`config.mk`:
```
export PLATFORM = sky130hd
export DESIGN_NAME = serial_subtractor
export DESIGN_NICKNAME = d
export VERILOG_FILES = /design/src/rtl/serial_subtractor_pkg.sv /design/src/rtl/serial_subtractor_bitsub.sv /design/src/rtl/serial_subtractor.sv
export SDC_FILE = /design/constraint.sdc
export NUM_CORES = 1
export LEC_CHECK = 0
export ABC_AREA = 1
export BUFFER_PORTS_ARGS = -buffer_cell sky130_fd_sc_hd__buf_2
export CORE_ASPECT_RATIO = 2
export CORE_UTILIZATION = 50
export CTS_BUF_LIST = sky130_fd_sc_hd__clkbuf_16
export CTS_CLUSTER_DIAMETER = 200
export CTS_CLUSTER_SIZE = 20
export DETAILED_ROUTE_END_ITERATION = 12
export GPL_TIMING_DRIVEN = 0
export PLACE_DENSITY = 0.77
export SYNTH_ARGS = -nofsm -noshare
export SYNTH_HDL_FRONTEND = slang
export SYNTH_SLANG_ARGS = --single-unit
export TNS_END_PERCENT = 5
```
`constraint.sdc`:
```
create_clock -name clk -period 3.4 [get_ports clk]
set_input_delay 0.68 -clock clk [delete_from_list [all_inputs] [get_ports clk]]
set_output_delay 0.68 -clock clk [all_outputs]
set_load 0.03 [all_outputs]
```
`src/rtl/serial_subtractor_pkg.sv`:
```
// Shared definitions for the bit-serial subtractor: FSM state encoding and default width.
package serial_subtractor_pkg;

  localparam int unsigned DEFAULT_WIDTH = 8;

  typedef enum logic [1:0] {
    ST_IDLE = 2'd0,
    ST_RUN  = 2'd1,
    ST_DONE = 2'd2
  } state_t;

endpackage

```
`src/rtl/serial_subtractor_bitsub.sv`:
```
// One-bit full subtractor cell: D = A - B - BI, with borrow out BO.
module bitsub (
  input  logic A,
  input  logic B,
  input  logic BI,
  output logic D,
  output logic BO
);

  assign D  = A ^ B ^ BI;
  assign BO = (~A & B) | (~(A ^ B) & BI);

endmodule

```
`src/rtl/serial_subtractor.sv`:
```
// Bit-serial WIDTH-bit subtractor (diff = a - b), one bit per clock, LSB first,
// with start/done handshake and borrow/overflow/zero flags.
module serial_subtractor
  import serial_subtractor_pkg::*;
#(
  parameter int unsigned WIDTH = DEFAULT_WIDTH
) (
  input  logic             clk,
  input  logic             rst_n,
  input  logic             start,
  input  logic [WIDTH-1:0] a,
  input  logic [WIDTH-1:0] b,
  output logic             busy,
  output logic             done,
  output logic [WIDTH-1:0] diff,
  output logic             borrow,
  output logic             ovf,
  output logic             zero
);

  localparam int unsigned CNT_W = $clog2(WIDTH + 1);

  state_t             r_state;
  state_t             w_state_nxt;
  logic [WIDTH-1:0]   r_sh_a;
  logic [WIDTH-1:0]   r_sh_b;
  logic [WIDTH-1:0]   r_res;
  logic [CNT_W-1:0]   r_cnt;
  logic               r_bin;
  logic [WIDTH-1:0]   r_diff;
  logic               r_borrow;
  logic               r_ovf;
  logic               r_zero;

  logic               w_d;
  logic               w_bo;
  logic               w_last;
  logic [WIDTH-1:0]   w_res_nxt;

  bitsub u_bitsub (
    .A  (r_sh_a[0]),
    .B  (r_sh_b[0]),
    .BI (r_bin),
    .D  (w_d),
    .BO (w_bo)
  );

  assign w_last    = (r_cnt == CNT_W'(WIDTH - 1));
  assign w_res_nxt = {w_d, r_res[WIDTH-1:1]};

  always_ff @(posedge clk or negedge rst_n) begin
    if (!rst_n) r_state <= ST_IDLE;
    else        r_state <= w_state_nxt;
  end

  always_comb begin
    w_state_nxt = r_state;
    case (r_state)
      ST_IDLE: if (start)  w_state_nxt = ST_RUN;
      ST_RUN:  if (w_last) w_state_nxt = ST_DONE;
      ST_DONE: w_state_nxt = ST_IDLE;
      default: w_state_nxt = ST_IDLE;
    endcase
  end

  always_ff @(posedge clk or negedge rst_n) begin
    if (!rst_n) begin
      r_sh_a   <= '0;
      r_sh_b   <= '0;
      r_res    <= '0;
      r_cnt    <= '0;
      r_bin    <= 1'b0;
      r_diff   <= '0;
      r_borrow <= 1'b0;
      r_ovf    <= 1'b0;
      r_zero   <= 1'b0;
    end else begin
      case (r_state)
        ST_IDLE: begin
          if (start) begin
            r_sh_a <= a;
            r_sh_b <= b;
            r_cnt  <= '0;
            r_bin  <= 1'b0;
          end
        end
        ST_RUN: begin
          r_sh_a <= r_sh_a >> 1;
          r_sh_b <= r_sh_b >> 1;
          r_res  <= w_res_nxt;
          r_bin  <= w_bo;
          r_cnt  <= r_cnt + 1'b1;
          if (w_last) begin
            // On the last bit the operand LSBs are the captured sign bits and w_d is diff's MSB.
            r_diff   <= w_res_nxt;
            r_borrow <= w_bo;
            r_ovf    <= (r_sh_a[0] ^ r_sh_b[0]) & (r_sh_a[0] ^ w_d);
            r_zero   <= (w_res_nxt == '0);
          end
        end
        default: ;
      endcase
    end
  end

  assign busy   = (r_state != ST_IDLE);
  assign done   = (r_state == ST_DONE);
  assign diff   = r_diff;
  assign borrow = r_borrow;
  assign ovf    = r_ovf;
  assign zero   = r_zero;

endmodule

```
---- Word level (Yosys, flattened, before mapping) ----
Index checks and enable logic that the tools add are counted.
word-level totals
  bits in registers ....................... 42
  bits in latches ......................... 0
  memory bits (writable) .................. 0
  memory bits (read-only) ................. 0
  input port bits ......................... 19
  output and inout bits ................... 13
  memories kept ........................... 0
cells by class
  $add $sub $neg .......................... 1
  multipliers ............................. 0
  divide/modulo/power cells ............... 0
  $lt $le $gt $ge ......................... 0
  eq/ne operators ......................... 5
  shifts and indexed selects .............. 0
  mux-type cells .......................... 11
  bitwise gates (word level) .............. 9
  reduce and logical (&&, ||, !) cells .... 7
operators by type and width
  operator                                             number
  case mux 8 bit (2 select lines)                      2
  two-way mux 8 bit                                    2
  logical NOT 8 bit                                    1
  case mux 4 bit (2 select lines)                      1
  AND reduction 2 bit                                  3
  adder 4 x 1 -> 4 bit, second input constant          1
  equality test 4 x 3 -> 1 bit, second input constant  1
  two-way mux 2 bit                                    2
  two-way mux 4 bit                                    1
  inequality test 2 bit, second input constant         2
  case mux 2 bit (2 select lines)                      1
  nonzero test 2 bit                                   2
  AND 1 bit                                            3
  XOR 1 bit                                            3
  equality test 2 x 1 -> 1 bit, second input constant  1
  equality test 2 bit, second input constant           1
  logical NOT 2 bit                                    1
  inverter 1 bit                                       2
  case mux 1 bit (2 select lines)                      1
  two-way mux 1 bit                                    1
  bitwise OR 1 bit                                     1

---- Logic depth before layout (Yosys ltp) ----
Gate-level depths: netlist of the first run.
  depth in word-level cells ............... 5
  gate-level depth with buffers ........... 8
  gate-level depth less buffers ........... 8

---- Cells and area by module ----
From an unflattened synthesis of the first run, not the netlist that was laid out.
unflattened totals
  cells, all modules ...................... 206
  area, all modules ....................... 1,838.0 sq um
by module, submodules not included
  module             instances  cells an instance  area each (sq um)  seq. area each (sq um)
  serial_subtractor  1          202                1,806.7            1,026.0
  bitsub             1          4                  31.3               0.0

---- Least setup slack after synthesis of the first run ----
Ideal clock, no wire load.
  path type ............................... register -> output
  from .................................... register r_state[1]
  to ...................................... output port done
  arrival time ............................ 915 ps
  data required time ...................... 2,720 ps
  path slack .............................. 1,805 ps
  cell stages (with the launch flop) ...... 3
  path buffers ............................ 0
  path through ............................ dfrtp_1 > inv_2 > nor2_1
on the way
  cells in the longest elaborated chain, start to end .. 1
RTL lines
  item                    RTL line                  RTL
  from (decl)             serial_subtractor.sv:23   state_t r_state;
  from (signal assigned)  serial_subtractor.sv:53   else r_state <= w_state_nxt;
  equality test 2 bit     serial_subtractor.sv:107  assign done = (r_state == ST_DONE);
  to (decl)               serial_subtractor.sv:14   output logic done,
Every way passes these cells.

---- Worst setup path in the final report of the first run ----
Ends and elaborated chain as after synthesis.

==> results.md, run 1 <==
CTS:
- The count of clock tree sinks is 41.
- The number of buffers added for setup after CTS is 0.
- The root buffer selected by CTS is sky130_fd_sc_hd__clkbuf_16.
- The number of gates resized after CTS was 0.
- The number of buffers created by CTS is 5.
- The TritonCTS clock tree is built.
- The clock insertion delay at the later pin of the skew report is around 0.28 ns.
- No sink is reached through more buffers than the 2 on the longest clock path.
- The H-tree generated during clock tree synthesis spans 2 levels.
- The number of hold buffers added after cts is 0.
- The clock slew seen by the registers of the worst setup and hold paths is 0.06 ns.

STA:
- For the pin with the worst max-slew slack, the measured transition is 0.876 ns.
- The worst relative slew slack is 0.416.
- The total count of max-transition violations in the final report is 0.
- The fmax is 567 MHz.
- The tightest hold path in the finished design has a slack of 0.473 ns.
- Setup repair after global routing left no endpoint under its margin.
- On the final layout, the worst clock skew is about 0.0067 ns.
- Summed over all failing endpoints, the final setup total negative slack is 0 ns.
- Setup violations remaining at the end of the flow were counted as 0.
- The final-report hold violation count is 0.
- The fraction of the cycle the final worst path needs is 0.519.
- Subtracting the final worst setup slack from the clock period gives approximately 1.8 ns.

Drt:
- The number of DRC violations after detailed routing is 0.
- The number of design-rule violations left by the first detailed-router iteration is 37.
- The first TritonRoute pass finished after 4 iterations.
- The average routed wire per standard cell is 12.0 um.
- The number of nets with antenna violations after detailed routing is 0.
- The post-detailed-route via-to-cell ratio is roughly 5.0.
- The final layout contains routed wiring with a total length of 3500 um.
- The number of vias in the routed layout is between 1000 and 1500.

Yosys:
- The area of the mapped netlist is roughly 1800 um2.
- The sequential-to-total area share from yosys stat is 0.564.
- The predominant post-synthesis flop cell is sky130_fd_sc_hd__dfrtp_1.
- By area, the combinational part of the netlist is dominated by simple AND/OR/NAND/NOR gates.
- The share of synthesized area spent on multiplexers is 0.
- In this run, synthesis inferred 0 flip-flops with an integrated enable.
- The compound-cell area share of the yosys netlist is 0.0564.
- The number of nets in the synthesized netlist is 227.
- The xor/xnor cell area share of the yosys netlist is 0.
- Yosys printed 0 warnings.
- Counting flops with an async set or reset pin after synthesis yields a share of 1.00.
- Of the total synthesized cell area, the portion taken by AND, OR, NAND and NOR gates is 0.282.
- The register bit total from synthesis is 41.
- Synthesis instantiated 19 different standard cells from the library.
- Synthesis handed over a netlist of between 200 and 250 instances.
- The average footprint of a synthesized cell is 8.88 um2.
- The share of synthesized cell area in full adder, half adder and majority cells is 0.0247.

Worst setup path:
- The worst setup path is captured at an output pin.
- STA classifies the critical path startpoint as a register.
- The required time of the critical path is roughly 2.7 ns.
- The setup check on the worst reg-to-reg path leaves a slack of 1.87 ns.
- The startpoint identified for the worst register-to-register timing path is r_sh_a[0].
- The worst register-to-register path ends at zero.
- The count of cells along the worst register-to-register path is 8.
- The arrival time of data at the critical path endpoint is 1.08 ns.
- The startpoint-to-endpoint class of the critical path is reg -> out.
- The highest net fanout along the worst path is 3.

Power:
- The internal power summed over all cells is between 1 and 1.5 mW.
- The share of total power dissipated in the clock network is 0.235.
- Of the total power, combinational logic draws 0.388.
- IR analysis of the VDD net gives a maximum drop of 0.664 mV.
- The power dissipated by switching net loads is 876 uW.
- The part of the power in registers is 0.376.
- For this design the static power due to leakage is 1.15 nW.
- Of the total power, the share spent switching nets is 0.394.
- The total power density per cell area is just over 1000 nW/um2.

GRT:
- The initial antenna violation count is 0.
- The wire length of the first global-routing pass is 6050 um.
- The via count of the first global-routing pass is 1424.
- Entering global routing, the biggest net connects 42 pins.
- The global-route total usage across every layer is 0.217.
- After global routing the overflow that remains totals 0.

Layout:
- Once layout is complete, the utilization of the core stands at 0.644.
- The number of antenna diodes in the final layout is 0.
- The filler cells instantiated in the layout total 320.
- At the end of the flow, the number of nets in the layout was 265.
- Of the cells placed in the final design, the portion with a size suffix greater than 1 is 0.217.
- From synthesis to final layout, the design area changed by 20.8%.

Worst hold path:
- The type of the most critical hold path is reg -> reg.
- The hold-critical path endpoint is zero.
- The worst hold path begins at zero.
- Counting instances, the worst hold path has a depth of 2.

Placed design:
- The congestion estimate from routability-driven global placement came to about 0.83.
- Port buffering added 31 buffers.
- After legalization and detailed placement, the total HPWL measured 2560 um.

Floorplan:
- The starting density of the core is 0.533.
- In this run the core area contains 30 standard-cell rows.
- The floorplan step defined a die boundary enclosing 3900 um2.
- The area inside the core boundary is between 3000 and 4000 um2.
- The width of the die is 44.7 um.
- The number of top-level design ports is 32.
- Measured along the y axis, the die boundary spans ~87 um.

Run:
- The total of max-cap violations is 0.

Outcome:
- The run finished with clean final reports.
[worst max-delay path, stage by stage, from the launching register on]
cell and delay (ns):
sky130_fd_sc_hd__dfrtp_1 0.47, sky130_fd_sc_hd__inv_2 0.07, sky130_fd_sc_hd__nor2_1 0.08, sky130_fd_sc_hd__buf_2 0.19
[placed cells by master, fill, tap and decap left out]
| cell type | n |
|---|---|
| sky130_fd_sc_hd__nand2_1 | 65 |
| sky130_fd_sc_hd__dfrtp_1 | 41 |
| sky130_fd_sc_hd__nand3_1 | 37 |
| sky130_fd_sc_hd__buf_2 | 36 |
| sky130_fd_sc_hd__o21ai_1 | 19 |
| sky130_fd_sc_hd__inv_1 | 13 |
| sky130_fd_sc_hd__nor2_1 | 9 |
| sky130_fd_sc_hd__clkbuf_16 | 5 |
| sky130_fd_sc_hd__buf_6 | 3 |
| sky130_fd_sc_hd__inv_2 | 2 |
| sky130_fd_sc_hd__buf_4 | 2 |
| sky130_fd_sc_hd__ha_1 | 2 |
| sky130_fd_sc_hd__nor2_8 | 1 |
| sky130_fd_sc_hd__inv_4 | 1 |
| sky130_fd_sc_hd__nand2_2 | 1 |
| sky130_fd_sc_hd__nor2_4 | 1 |
| sky130_fd_sc_hd__nand4_1 | 1 |
| sky130_fd_sc_hd__nand3b_1 | 1 |
| sky130_fd_sc_hd__o21bai_1 | 1 |
| sky130_fd_sc_hd__fa_1 | 1 |
| sky130_fd_sc_hd__bufinv_16 | 1 |
| sky130_fd_sc_hd__clkinv_1 | 1 |
[state kept, by name (all words and copies together) (netlist names)]
name,cells
r_state,2
diff,8
zero,1
r_res,7
r_sh_a,8
r_cnt,4
r_bin,1
borrow,1
r_sh_b,8
ovf,1
[stage by stage]
step	instances	total power, mW	setup WS (ns)	instance area, um2
2_1_floorplan	205	1.48	1.80	1820
3_3_place_gp	284	1.68	1.90	2040
3_5_place_dp	284	1.72	1.88	2040
4_1_cts	292	2.25	1.62	2200
5_1_grt	292	2.39	1.55	2200
6_report	292	2.22	1.64	2200
[cells by family (layout without fill, tap and decap cells)]
| logic type | after synthesis | after routing |
|---|---|---|
| compound gates | 20 | 20 |
| buf+inv | 25 | 64 |
| flops | 41 | 41 |
| fa+ha+maj | 3 | 3 |
| simple gates | 116 | 116 |
[layout make-up]
| class | instances | area [um2] | share of cell area |
|---|---|---|---|
| Sequential cell | 41 | 1030 | 0.467 |
| Multi-Input combinational cell | 139 | 662 | 0.301 |
| Timing Repair Buffer | 31 | 155 | 0.0706 |
| Clock buffer | 5 | 125 | 0.0569 |
| Buffer | 10 | 73.8 | 0.0336 |
| Tap cell | 48 | 60.1 | 0.0273 |
| Inverter | 15 | 58.8 | 0.0268 |
| Clock inverter | 3 | 37.5 | 0.0171 |
[layer usage]
metal,up-vias,GRT usage,wire length [um]
li1,731,-,-
met1,694,0.227,1380
met2,34,0.370,1900
met3,8,0.0643,118
met4,0,0.124,105
met5,-,0,0
[cell usage after synthesis (2+ instances only)]
master	count	share of area
sky130_fd_sc_hd__nand2_1	65	0.13
sky130_fd_sc_hd__dfrtp_1	41	0.56
sky130_fd_sc_hd__nand3_1	37	0.10
sky130_fd_sc_hd__o21ai_1	19	0.052
sky130_fd_sc_hd__inv_1	12	0.025
sky130_fd_sc_hd__nor2_1	9	0.019
sky130_fd_sc_hd__buf_2	5	0.014
sky130_fd_sc_hd__buf_6	3	0.019
sky130_fd_sc_hd__buf_4	2	0.0082
sky130_fd_sc_hd__ha_1	2	0.014
sky130_fd_sc_hd__inv_2	2	0.0041
[how the worst max path moves through the flow]
stage | start | endpoint | slack (ns) | depth (start not counted)
floorplan | r_state[1] | done | 1.80 | 2
global placement | r_sh_a[0] | zero | 1.90 | 8
detailed placement | r_sh_a[0] | zero | 1.88 | 8
CTS | r_state[1] | done | 1.62 | 3
global route | r_state[1] | done | 1.55 | 3
finish | r_state[1] | done | 1.64 | 3
[power by group through the flow]
stage | logic, mW | clock network, mW | registers [mW]
after detailed placement | 0.876 | 0 | 0.842
after CTS | 0.879 | 0.532 | 0.836
after global placement | 0.849 | 0 | 0.831
after global routing | 0.978 | 0.554 | 0.863
after floorplan | 0.541 | 0 | 0.936
final | 0.863 | 0.522 | 0.836
Power figures use the tool's default switching activity.
==> run 2, diff against run 1 <==
CORE_UTILIZATION = 49   (was 50)
PLACE_DENSITY = 0.78   (was 0.77)
clock period = 1.6 ns   (was 3.4 ns; I/O delays follow)
==> run 2 against run 1 <==
Net effect: via count decreased by 1.7%; wire length up 3.8%; critical path type is now reg -> reg; critical path depth increased by 5; combinational power is 120% higher.
==> results.md, run 2 (synthesis results as in run 1) <==
Layout:
- Measured on the finished design, the core utilization comes to 0.609.
- The share of final-layout standard cells stronger than drive strength 1 is 0.222.
- In the final layout, the multi-input gates occupy 662 um2.
- The library cells used most frequently in the layout, excluding fill and tap cells, are 65 x sky130_fd_sc_hd__nand2_1, 41 x sky130_fd_sc_hd__dfrtp_1, 37 x sky130_fd_sc_hd__nand3_1.
- The number of fillers in the final layout is 348.
- The post-synthesis to final-layout area growth is 19.5%.
- Leaving out filler cells and counting taps, the final layout contains 292.
- The layout net count is 266.
- The number of diodes added for antenna fixing is 0.
- The sequential cell area is 1030 um2.
- The most frequent standard cell in the layout excluding fill and tap cells is sky130_fd_sc_hd__nand2_1.

Placed design:
- Once placement completed, the tool counted placed cells totaling between 200 and 300.
- The wire-length estimate of the detail-placed layout is 2550 um.
- Input and output buffers added on the ports amount to 31.
- The weighted congestion at the end of routability-driven global placement is 0.821.

STA:
- For the final database, setup skew stands at ~0.0037 ns.
- The total count of max-transition violations in the final report is 0.
- The final worst hold slack is 0.168 ns.
- The number of setup violations in the final report is 0.
- The worst relative slew slack is 0.409.
- The final-report hold violation count is 0.
- The smallest clock period supported by the final layout is computed as 1.56 ns.
- The sum of negative setup slack is 0 ns.
- The worst-margin pin slew is 0.886 ns.
- For this run, the top clock speed supported by timing is between 600 and 700 MHz.
- The fraction of the cycle the final worst path needs is 0.973.

Worst setup path:
- Setup slack on the worst reg-to-reg path comes out at 0.04 ns.
- Measured in cells, the most critical reg-to-reg path has a length of 8.
- The startpoint identified for the worst register-to-register timing path is r_sh_a[0].
- Along the worst path, the maximum fanout reaches 3.
- The required time of the critical path is 1.82 ns.
- The startpoint-to-endpoint class of the critical path is reg -> reg.
- The kind of end point of the critical path is a register.
- In this run the critical register-to-register path is captured at zero.
- STA classifies the critical path startpoint as a register.
- The arrival time of data at the critical path endpoint is 1.77 ns.

Floorplan:
- The floorplan has 31 rows.
- The number of top-level design ports is 32.
- The width of the die is ~45 um.
- The floorplan step defined a die boundary enclosing 3980 um2.
- The initial utilization of the core area, before any placement, comes to 0.510.
- The die is 88.2 um tall.
- The core region is 3570 um2.

GRT:
- Entering global routing, the biggest net connects 42 pins.
- For this run, global-route usage on met1 was measured as 0.226.
- The initial antenna violation count is 0.
- In the global route stage, met3 resource usage came out at 0.0495.
- The global-route total usage across every layer is 0.218.
- The total overflow left after global routing is 0.
- The layer flagged by global routing as most heavily used is met2.
- The via count of the first global-routing pass was 1391.
- The met2 track utilization from global routing is 0.379.
- The first global-routing pass estimated just over 6000 um of wire.

Drt:
- The number of DRC violations after detailed routing is 0.
- The post-detailed-route via-to-cell ratio is 4.94.
- The first detailed-routing pass took 4 iterations.
- For this block, the initial DRC count from the detailed router was 11.
- Summed over all layers, the routed wires come to 3630 um.
- The number of vias in the routed layout is 1442.
- The average routed wire per standard cell is 12.4 um.
- The detail route stage leaves a number of antenna-violating nets equal to 0.

CTS:
- The number of buffers created by CTS is 5.
- The tree is rooted in a sky130_fd_sc_hd__clkbuf_16.
- Counting along the longest clock path gives a buffer depth of 2.
- TritonCTS built the clock tree.
- The number of buffers added for setup after CTS is 0.
- Clock-pin slew was measured on the worst setup and hold paths at approximately 0.05 ns.
- For the worst-skew pair, the clock arrives at the later sink with an insertion delay of 0.28 ns.
- The number of H-tree branching levels is 2.
- The count of clock tree sinks is about 40.
- The number of hold buffers added after cts is 0.
- Gates resized during post-CTS repair numbered 0.

Power:
- The leakage power figure is around 1.1 nW.
- The worst-case IR drop observed on VDD is 1.18 mV.
- The total power density per cell area is roughly 2100 nW/um2.
- The design draws roughly 4.5 mW.

Outcome:
- The flow ran to the end, and the final reports show no timing, DRC or antenna violations.

Worst hold path:
- The tightest min-delay check is of the in -> async type.

Run:
- The total of max-cap violations is 0.
run 2: report_power, final:
| group | internal [mW] | total, mW | leakage, nW | switching (mW) |
|---|---|---|---|---|
| Combinational | 0.669 | 1.86 | 0.552 | 1.19 |
| Clock | 0.556 | 0.909 | 0.0655 | 0.353 |
| Sequential | 1.48 | 1.78 | 0.519 | 0.297 |
run 2: worst max-delay path, cell delays in order (launching register included):
cell	delay [ns]
sky130_fd_sc_hd__dfrtp_1	0.39
sky130_fd_sc_hd__inv_1	0.10
sky130_fd_sc_hd__fa_1	0.53
sky130_fd_sc_hd__inv_1	0.08
sky130_fd_sc_hd__nor2_1	0.11
sky130_fd_sc_hd__nand2_1	0.06
sky130_fd_sc_hd__nor2_1	0.12
sky130_fd_sc_hd__nand2_1	0.07
sky130_fd_sc_hd__nand2_1	0.05
run 2: area by class of cell:
type / instances / share of cell area
Sequential cell: 41 / 0.472
Multi-Input combinational cell: 139 / 0.304
Timing Repair Buffer: 32 / 0.0748
Clock buffer: 5 / 0.0575
Buffer: 10 / 0.0339
Tap cell: 49 / 0.0282
Inverter: 15 / 0.0270
Clock inverter: 1 / 0.00230
run 2: how the worst max path moves through the flow:
| stage | depth (start not counted) | from | to | slack (ns) |
|---|---|---|---|---|
| CTS | 8 | r_sh_a[0] | zero | 0.05 |
| floorplan | 7 | r_bin | zero | 0.25 |
| detailed placement | 8 | r_sh_a[0] | zero | 0.06 |
| global route | 8 | r_sh_a[0] | zero | -0.0002 |
| finish | 8 | r_sh_a[0] | zero | 0.04 |
| global placement | 8 | r_sh_a[0] | zero | 0.1 |
run 2: metrics by stage:
| stage | setup WS (ns) | instance area (um2) |
|---|---|---|
| floorplan | 0.246 | 1820 |
| detailed placement | 0.0648 | 2040 |
| CTS | 0.0507 | 2170 |
| global route | -0.000184 | 2170 |
| finish | 0.0428 | 2170 |
| global placement | 0.0978 | 2040 |
run 2: metal layers:
metal  wire length (um)  up-vias
li1                   -      734
met1               1430      673
met2               2040       31
met3                 96        4
met5                  0        -
met4                 66        0
